--- config.mk ---
export PLATFORM = sky130hd
export DESIGN_NAME = fifo_uart_tx_flat
export DESIGN_NICKNAME = d
export VERILOG_FILES = /design/src/rtl/fifo_uart_tx_if.sv /design/src/rtl/fifo_uart_tx.sv /design/src/flat_wrapper.sv
export SDC_FILE = /design/constraint.sdc
export NUM_CORES = 1
export LEC_CHECK = 0
export BUFFER_PORTS_ARGS = -buffer_cell sky130_fd_sc_hd__buf_2
export CAP_MARGIN = 20
export CORE_MARGIN = 2
export CORE_UTILIZATION = 55
export DETAILED_ROUTE_END_ITERATION = 7
export PLACE_DENSITY = 0.75
export SLEW_MARGIN = 20
export SYNTH_ARGS = -nofsm -noshare
export SYNTH_HDL_FRONTEND = slang
export SYNTH_SLANG_ARGS = --single-unit
export TNS_END_PERCENT = 30
--- constraint.sdc ---
create_clock -name clk -period 2.5 [get_ports clk]
set_input_delay 0.375 -clock clk [delete_from_list [all_inputs] [get_ports clk]]
set_output_delay 0.375 -clock clk [all_outputs]
set_load 0.05 [all_outputs]
--- src/rtl/fifo_uart_tx_if.sv ---
// Handshake bundle between the FIFO, the enable source and the UART transmitter.
// The transmitter takes the slave side; the FIFO/driver side takes the master side.
interface fifo_uart_tx_if;
  logic       tx_en;
  logic       fifo_empty;
  logic [7:0] fifo_dout;
  logic       fifo_rd_en;
  logic       tx;
  logic       busy;
  logic       tx_done;

  modport master (
    output tx_en, fifo_empty, fifo_dout,
    input  fifo_rd_en, tx, busy, tx_done
  );

  modport slave (
    input  tx_en, fifo_empty, fifo_dout,
    output fifo_rd_en, tx, busy, tx_done
  );
endinterface

--- src/rtl/fifo_uart_tx.sv ---
// UART transmitter that drains a synchronous FIFO with one-cycle read latency.
// Frame: start, 8 data bits LSB first, optional parity, 1 or 2 stop bits.
module fifo_uart_tx #(
  parameter int CLKS_PER_BIT = 434,
  parameter int PARITY_EN    = 0,
  parameter int PARITY_ODD   = 0,
  parameter int STOP_BITS    = 1
) (
  input  logic          clk,
  input  logic          rst,
  fifo_uart_tx_if.slave bus
);

  localparam int BW = $clog2(CLKS_PER_BIT);
  localparam logic [BW-1:0] BAUD_MAX = BW'(CLKS_PER_BIT - 1);
  localparam logic [2:0] STOP_LAST = 3'(STOP_BITS - 1);
  localparam logic ODD_BIT = (PARITY_ODD != 0);

  typedef enum logic [2:0] {
    IDLE, REQ, LOAD, START, DATA, PARITY, STOP
  } state_e;

  state_e        state_q, state_d;
  logic [BW-1:0] baud_q, baud_d, baud_nxt;
  logic [2:0]    bit_q, bit_d;
  logic [7:0]    sh_q, sh_d;
  logic          par_q, par_d;
  logic          tx_q, tx_d;
  logic          rd_q, rd_d;
  logic          busy_q, busy_d;
  logic          done_q, done_d;
  logic          tick;

  assign tick     = (baud_q == BAUD_MAX);
  assign baud_nxt = tick ? '0 : baud_q + 1'b1;

  always_ff @(posedge clk or posedge rst) begin
    if (rst) begin
      state_q <= IDLE;
      baud_q  <= '0;
      bit_q   <= '0;
      sh_q    <= '0;
      par_q   <= 1'b0;
      tx_q    <= 1'b1;
      rd_q    <= 1'b0;
      busy_q  <= 1'b0;
      done_q  <= 1'b0;
    end else begin
      state_q <= state_d;
      baud_q  <= baud_d;
      bit_q   <= bit_d;
      sh_q    <= sh_d;
      par_q   <= par_d;
      tx_q    <= tx_d;
      rd_q    <= rd_d;
      busy_q  <= busy_d;
      done_q  <= done_d;
    end
  end

  always_comb begin
    state_d = state_q;
    baud_d  = baud_q;
    bit_d   = bit_q;
    sh_d    = sh_q;
    par_d   = par_q;
    tx_d    = tx_q;
    rd_d    = rd_q;
    busy_d  = busy_q;
    done_d  = 1'b0;
    unique case (state_q)
      IDLE: begin
        tx_d = 1'b1;
        if (bus.tx_en && !bus.fifo_empty) begin
          rd_d    = 1'b1;
          busy_d  = 1'b1;
          state_d = REQ;
        end
      end
      REQ: begin
        rd_d    = 1'b0;
        state_d = LOAD;
      end
      // Read data is valid now, one cycle after the strobe was sampled.
      LOAD: begin
        sh_d    = bus.fifo_dout;
        par_d   = (^bus.fifo_dout) ^ ODD_BIT;
        tx_d    = 1'b0;
        baud_d  = '0;
        bit_d   = '0;
        state_d = START;
      end
      START: begin
        baud_d = baud_nxt;
        if (tick) begin
          tx_d    = sh_q[0];
          sh_d    = {1'b0, sh_q[7:1]};
          state_d = DATA;
        end
      end
      DATA: begin
        baud_d = baud_nxt;
        if (tick) begin
          if (bit_q == 3'd7) begin
            bit_d = '0;
            if (PARITY_EN != 0) begin
              tx_d    = par_q;
              state_d = PARITY;
            end else begin
              tx_d    = 1'b1;
              state_d = STOP;
            end
          end else begin
            bit_d = bit_q + 3'd1;
            tx_d  = sh_q[0];
            sh_d  = {1'b0, sh_q[7:1]};
          end
        end
      end
      PARITY: begin
        baud_d = baud_nxt;
        if (tick) begin
          tx_d    = 1'b1;
          state_d = STOP;
        end
      end
      // bit_q is reused here to count stop bits.
      STOP: begin
        baud_d = baud_nxt;
        if (tick) begin
          if (bit_q == STOP_LAST) begin
            bit_d   = '0;
            done_d  = 1'b1;
            busy_d  = 1'b0;
            state_d = IDLE;
          end else begin
            bit_d = bit_q + 3'd1;
          end
        end
      end
      default: state_d = IDLE;
    endcase
  end

  assign bus.tx         = tx_q;
  assign bus.fifo_rd_en = rd_q;
  assign bus.busy       = busy_q;
  assign bus.tx_done    = done_q;

endmodule

--- src/flat_wrapper.sv ---
// flat-port wrapper written by rule: the top's interface ports become plain ports
module fifo_uart_tx_flat 
#(
  parameter int CLKS_PER_BIT = 434,
  parameter int PARITY_EN    = 0,
  parameter int PARITY_ODD   = 0,
  parameter int STOP_BITS    = 1
)
  (clk, rst, bus_tx_en, bus_fifo_empty, bus_fifo_dout, bus_fifo_rd_en, bus_tx, bus_busy, bus_tx_done);
  fifo_uart_tx_if bus_i ();
  input  logic clk;
  input  logic rst;
  input wire logic [$bits(bus_i.tx_en)-1:0] bus_tx_en;
  input wire logic [$bits(bus_i.fifo_empty)-1:0] bus_fifo_empty;
  input wire logic [$bits(bus_i.fifo_dout)-1:0] bus_fifo_dout;
  output wire logic [$bits(bus_i.fifo_rd_en)-1:0] bus_fifo_rd_en;
  output wire logic [$bits(bus_i.tx)-1:0] bus_tx;
  output wire logic [$bits(bus_i.busy)-1:0] bus_busy;
  output wire logic [$bits(bus_i.tx_done)-1:0] bus_tx_done;
  assign bus_i.tx_en = bus_tx_en;
  assign bus_i.fifo_empty = bus_fifo_empty;
  assign bus_i.fifo_dout = bus_fifo_dout;
  assign bus_fifo_rd_en = bus_i.fifo_rd_en;
  assign bus_tx = bus_i.tx;
  assign bus_busy = bus_i.busy;
  assign bus_tx_done = bus_i.tx_done;
  fifo_uart_tx #(.CLKS_PER_BIT(CLKS_PER_BIT), .PARITY_EN(PARITY_EN), .PARITY_ODD(PARITY_ODD), .STOP_BITS(STOP_BITS)) u_core (.clk(clk), .rst(rst), .bus(bus_i));
endmodule
After elaboration in Yosys (flattened, before gate mapping)
Cells that the tools add are included.
W data, S select, Z words.

word-level totals
  register bits after elaboration = 27
  bits of input ports = 12
  output and inout bits = 4
  word-level logic and storage cells = 75

cells by class
  add/sub/neg operators = 2
  eq/ne operators = 16
  multiplexer cells = 32
  reductions and logical operators = 17

operators with widths
  cell                   count
  $mux W3                11
  $mux W8                3
  $pmux W8 S3            1
  $pmux W3 S7            1
  $pmux W9 S2            1
  $ne A2 B1 Y1 const B   7
  $eq A3 B3 Y1 const B   4
  $reduce_and A4 Y1      3
  $mux W1                10
  $add A9 B1 Y9 const B  1
  $eq A9 B9 Y1 const B   1
  $mux W9                1
  $pmux W3 S3            1
  $reduce_and A7 Y1      1
  $eq A3 B2 Y1 const B   2
  $logic_not A3 Y1       2
  $reduce_bool A2 Y1     3
  $reduce_bool A3 Y1     2
  $pmux W1 S5            1
  $reduce_bool A5 Y1     1
  $pmux W1 S2            2
  $reduce_or A4 Y1       1
  $add A3 B1 Y3 const B  1
  $eq A3 B1 Y1 const B   1
  other kinds (5)        5

Logic depth before layout (Yosys ltp)
  depth after elaboration = 4
  depth in mapped cells = 8
  gate-level depth less buffers = 6

Worst setup path after synthesis
No wires, ideal clock.

  path type = register to register
  start = reg u_core.bit_q[0]
  end = reg u_core.sh_q[1]
  setup time = 0.125 ns
  data arrival time = 1.730 ns
  path slack = 0.645 ns
  stages on the path, launching flop included = 7
  buffers on the path = 0
  clock period less this slack = 1.855 ns
  cell sequence = dfrtp_1 > ha_1 > ha_1 > nor3b_2 > a31oi_4 > o22ai_4 > mux2_4

on the way
  longest elaborated chain between the ends = 3

ends and longest elaborated chain
  element                             line                 text
  from (decl)                         fifo_uart_tx.sv:25   logic [2:0] bit_q, bit_d;
  from (signal assigned)              fifo_uart_tx.sv:51   bit_q <= bit_d;
  $eq A3 B3 Y1                        fifo_uart_tx.sv:104  if (bit_q == 3'd7) begin
  $ne A2 B2 Y1 (no source line)       n/a
  $reduce_and A4 Y1 (no source line)  n/a
  to (signal assigned)                fifo_uart_tx.sv:42   sh_q <= '0;
  to (signal assigned)                fifo_uart_tx.sv:52   sh_q <= sh_d;
  to (decl)                           fifo_uart_tx.sv:26   logic [7:0] sh_q, sh_d;

Every way passes these cells.
A chain may end at the register's enable or synchronous reset.

Worst setup path after layout
  start = reg u_core.bit_q[0]
  end = reg u_core.sh_q[2]

The elaborated chain is that of the path after synthesis.

==> metrics list <==
* Worst EP required: 2.72 ns
- Simple-gate share of the synthesized area: 0.154
- Dividing the synthesized area by the synthesized cell count gives 11.0 um2.
- Post-Synthesis Net Count: 169
- The area growth from synthesis to layout is 7.29%.
- In this run the power spent charging and discharging nets is 146 uW.
- The share of total power dissipated in combinational logic is 0.050.
- Number of search-and-repair iterations in the first detailed-routing pass: 7
- Total GRT Usage: 0.188
- Average routed wire per standard cell: 15.0 um
- Post-detail-place hpwl: 2.12 mm
* Compound-Gate Fraction of Synth Area: 0.154
- Commonest cells after routing, fill and taps aside: sky130_fd_sc_hd__dfrtp_1 (26), sky130_fd_sc_hd__buf_2 (15), sky130_fd_sc_hd__inv_1 (12), sky130_fd_sc_hd__a21oi_1 (9), sky130_fd_sc_hd__mux2_1 (8)
* Fmax: 504 MHz
- In this run the remaining antenna-violating nets after routing total 0.
- Entering global routing, the biggest net connects 28 pins.
* Initial antenna violation count: 0
* # setup viols final: 0
* Post-route DRC: 1
- Clock-pin slew was measured on the worst setup and hold paths at 0.15 ns.
- Number of global-route vias before repair: 1125
* Input/output buffers: 15
- Vias per std cell: 5.99
- The tree is rooted in a sky130_fd_sc_hd__clkbuf_4.
- Combinational family with the most area after synthesis: multiplexers
- The total overflow left after global routing is 0.
* Global placer's final weighted congestion: 0.845
- The number of hold-slack violations in the final timing report is 0.
- Share of the cycle needed by the critical path after routing: 0.794
- The share of total power dissipated in the clock network is 0.283.
- Critical path start-end classification: register to register
* Number of max-cap violations: 0
- The net count of the finished layout is 185.
* Total power per unit cell area: 379 nW/um2
* Critical path launch point type: register
- Clock tree synthesis found a total of 27 sinks.
- The region available for standard cell placement spans 2810 um2.
* Worst-case clock skew: 0.00490 ns
* Final critical-path required period: 1.99 ns
* Relative slew slack: 0.557
- Number of standard cells after synthesis: 150
- Arrival time of data at the critical path endpoint: 2.21 ns
- Xor and xnor area share after synthesis: 0.0106
* Synth Area in Adders: 0.0532
- Fraction of the yosys area taken by sequential cells: 0.411
- For this design the static power due to leakage is 0.802 nW.
* Synth cell types: 49
- In this run, synthesis produced a sequential element count of 27.
- The worst hold path belongs to the class input port to async pin.
- The final-report max-slew violation count was 0.
- 16 I/O pins were placed.
* Leading cell type in the layout, fill and taps excluded: sky130_fd_sc_hd__dfrtp_1
- Setup repair after global routing missed its margin: no
- Final wirelength: 2.94 mm
- Total Negative Setup Slacks: 0 ns
- Proportion of layout cells with a drive suffix above 1: 0.230
- The run finished, with violations left.
- Of the total power, the share spent switching nets is 0.219.
- After synthesis, the share of cell area in mux cells is 0.159.
- Initial standard-cell utilization of the core: 0.587
- Internal Pwr Total: 524 uW
- CTS Buf Count: 3
* Maximum level of the CTS H-tree: 1
- Drt first-iter violations: 60
- Post-cts sizing count: 0
* Die extent in y: 58.7 um
* Vias after detailed routing: 1174
- Placement row count: 19
- The later pin in the worst-skew pair is clocked with a latency of 0.32 ns.
- After synthesis the cells add up to 1650 um2.
* Yosys warning count: 0
- Number of buffers inserted by post-CTS setup repair: 0
- The first global-routing pass estimated 5.11 mm of wire.
- Post-layout util: 0.630
- Die Wd: 58.7 um
* TritonCTS clock tree: yes
* Max FO, Critical Path: 8
- Diode count: 0
- Worst slew pin tran: 0.660 ns
- Power comes to 670 uW.
- Nature of the critical path endpoint: register
- Full die area: 3450 um2
* Number of hold buffers added after cts: 0
- VDD sags by at most 0.239 mV.
- Of the total power, registers draw 0.667.
- No sink is reached through more buffers than the 2 on the longest clock path.
- Violated checks: design-rule violations
-- power groups by stage --
stage | clock network (mW) | registers (mW) | logic (mW)
global placement | 0 | 0.455 | 0.0326
detailed placement | 0 | 0.455 | 0.0343
CTS | 0.197 | 0.447 | 0.0346
floorplan | 0 | 0.454 | 0.0203
finish | 0.190 | 0.447 | 0.0333
global route | 0.218 | 0.448 | 0.0374
-- cell type report --
cell class | instances | area [um2]
Sequential cell | 27 | 677
Clock buffer | 4 | 26.3
Tap cell | 31 | 38.8
Timing Repair Buffer | 19 | 105
Multi-Input combinational cell | 103 | 875
Inverter | 12 | 45.0
Fill cell | 232 | 1040
-- sequential cells by signal, indices dropped and copies added (netlist names) --
name                   cells
u_core.state_q             3
u_core.baud_q              9
u_core.bus.busy            1
u_core.bit_q               3
u_core.bus.fifo_rd_en      1
u_core.bus.tx_done         1
u_core.sh_q                8
u_core.bus.tx              1
-- path summary, 6_finish.rpt --
kind                                  start          endpoint  slack [ns]  cells past startpoint
max in group asynchronous               rst     u_core.bus.tx        2.11                      3
hold / removal                          rst  u_core.baud_q[2]        0.09                      3
setup / recovery            u_core.bit_q[0]    u_core.sh_q[2]        0.51                      6
hold reg to reg            u_core.baud_q[8]  u_core.baud_q[8]        0.49                      1
setup reg to reg            u_core.bit_q[0]    u_core.sh_q[2]        0.51                      6
min in group clk           bus_fifo_dout[7]    u_core.sh_q[7]        0.28                      3
-- kinds of logic (layout without fill, tap and decap cells) --
family,after synthesis,in the layout
and+or+nand+nor,39,39
AOI/OAI and AO/OA,33,33
DFF,27,27
muxes,22,22
buffers and inverters,20,35
adders and majority gates,7,7
xor gates and xnor gates,2,2
-- worst max-delay path: stages, from the launching register on --
cell	delay, ns
sky130_fd_sc_hd__dfrtp_1	0.42
sky130_fd_sc_hd__ha_1	0.20
sky130_fd_sc_hd__ha_1	0.20
sky130_fd_sc_hd__nor3b_2	0.27
sky130_fd_sc_hd__a31oi_4	0.13
sky130_fd_sc_hd__o22ai_4	0.33
sky130_fd_sc_hd__mux2_4	0.33
-- through the flow --
step	hold slack, ns	worst slack [ns]	cell area (um2)	cells
2_1_floorplan	0.427	0.645	1650	150
3_3_place_gp	0.448	0.586	1740	192
3_5_place_dp	0.457	0.528	1740	192
4_1_cts	0.0968	0.508	1770	196
5_1_grt	0.112	0.427	1770	196
6_report	0.0851	0.515	1770	196
-- routing by layer --
layer | track usage | routed length [um]
met1 | 0.270 | 1470
met2 | 0.305 | 1380
met3 | 0.0264 | 80
met4 | 0.0390 | 18
met5 | 0 | 0
-- synth_stat cells (all sizes together) --
| library cell | n | share of area |
|---|---|---|
| nand2b | 3 | 0.011 |
| a21bo | 1 | 0.0061 |
| xnor2 | 2 | 0.011 |
| a22o | 3 | 0.016 |
| mux2i | 7 | 0.043 |
| nand4 | 2 | 0.0076 |
| mux2 | 15 | 0.12 |
| and4b | 1 | 0.0061 |
| a221o | 1 | 0.0061 |
| nand3 | 6 | 0.018 |
| a2bb2oi | 1 | 0.0053 |
| and3 | 2 | 0.0076 |
| o21a | 1 | 0.0046 |
| nor3b | 2 | 0.012 |
| o31ai | 1 | 0.0046 |
| buf | 5 | 0.024 |
| inv | 12 | 0.027 |
| nor3 | 1 | 0.0030 |
| or4 | 2 | 0.0091 |
| clkbuf | 3 | 0.0068 |
| o21ai | 5 | 0.015 |
| nand2 | 8 | 0.023 |
| o32ai | 1 | 0.0053 |
| a21oi | 9 | 0.027 |
| dfstp | 1 | 0.016 |
| a22oi | 2 | 0.012 |
| nor4b | 1 | 0.0091 |
| nor2b | 3 | 0.011 |
| o22ai | 3 | 0.020 |
| a211oi | 1 | 0.0046 |
| nor2 | 2 | 0.0046 |
| nand3b | 3 | 0.014 |
| ha | 7 | 0.053 |
| a31oi | 2 | 0.017 |
| and2 | 2 | 0.0076 |
| and4bb | 1 | 0.0099 |
| o221ai | 1 | 0.0053 |
| dfrtp | 26 | 0.40 |
| o31a | 1 | 0.0053 |
No activity file was read; power rests on OpenSTA's default activity.
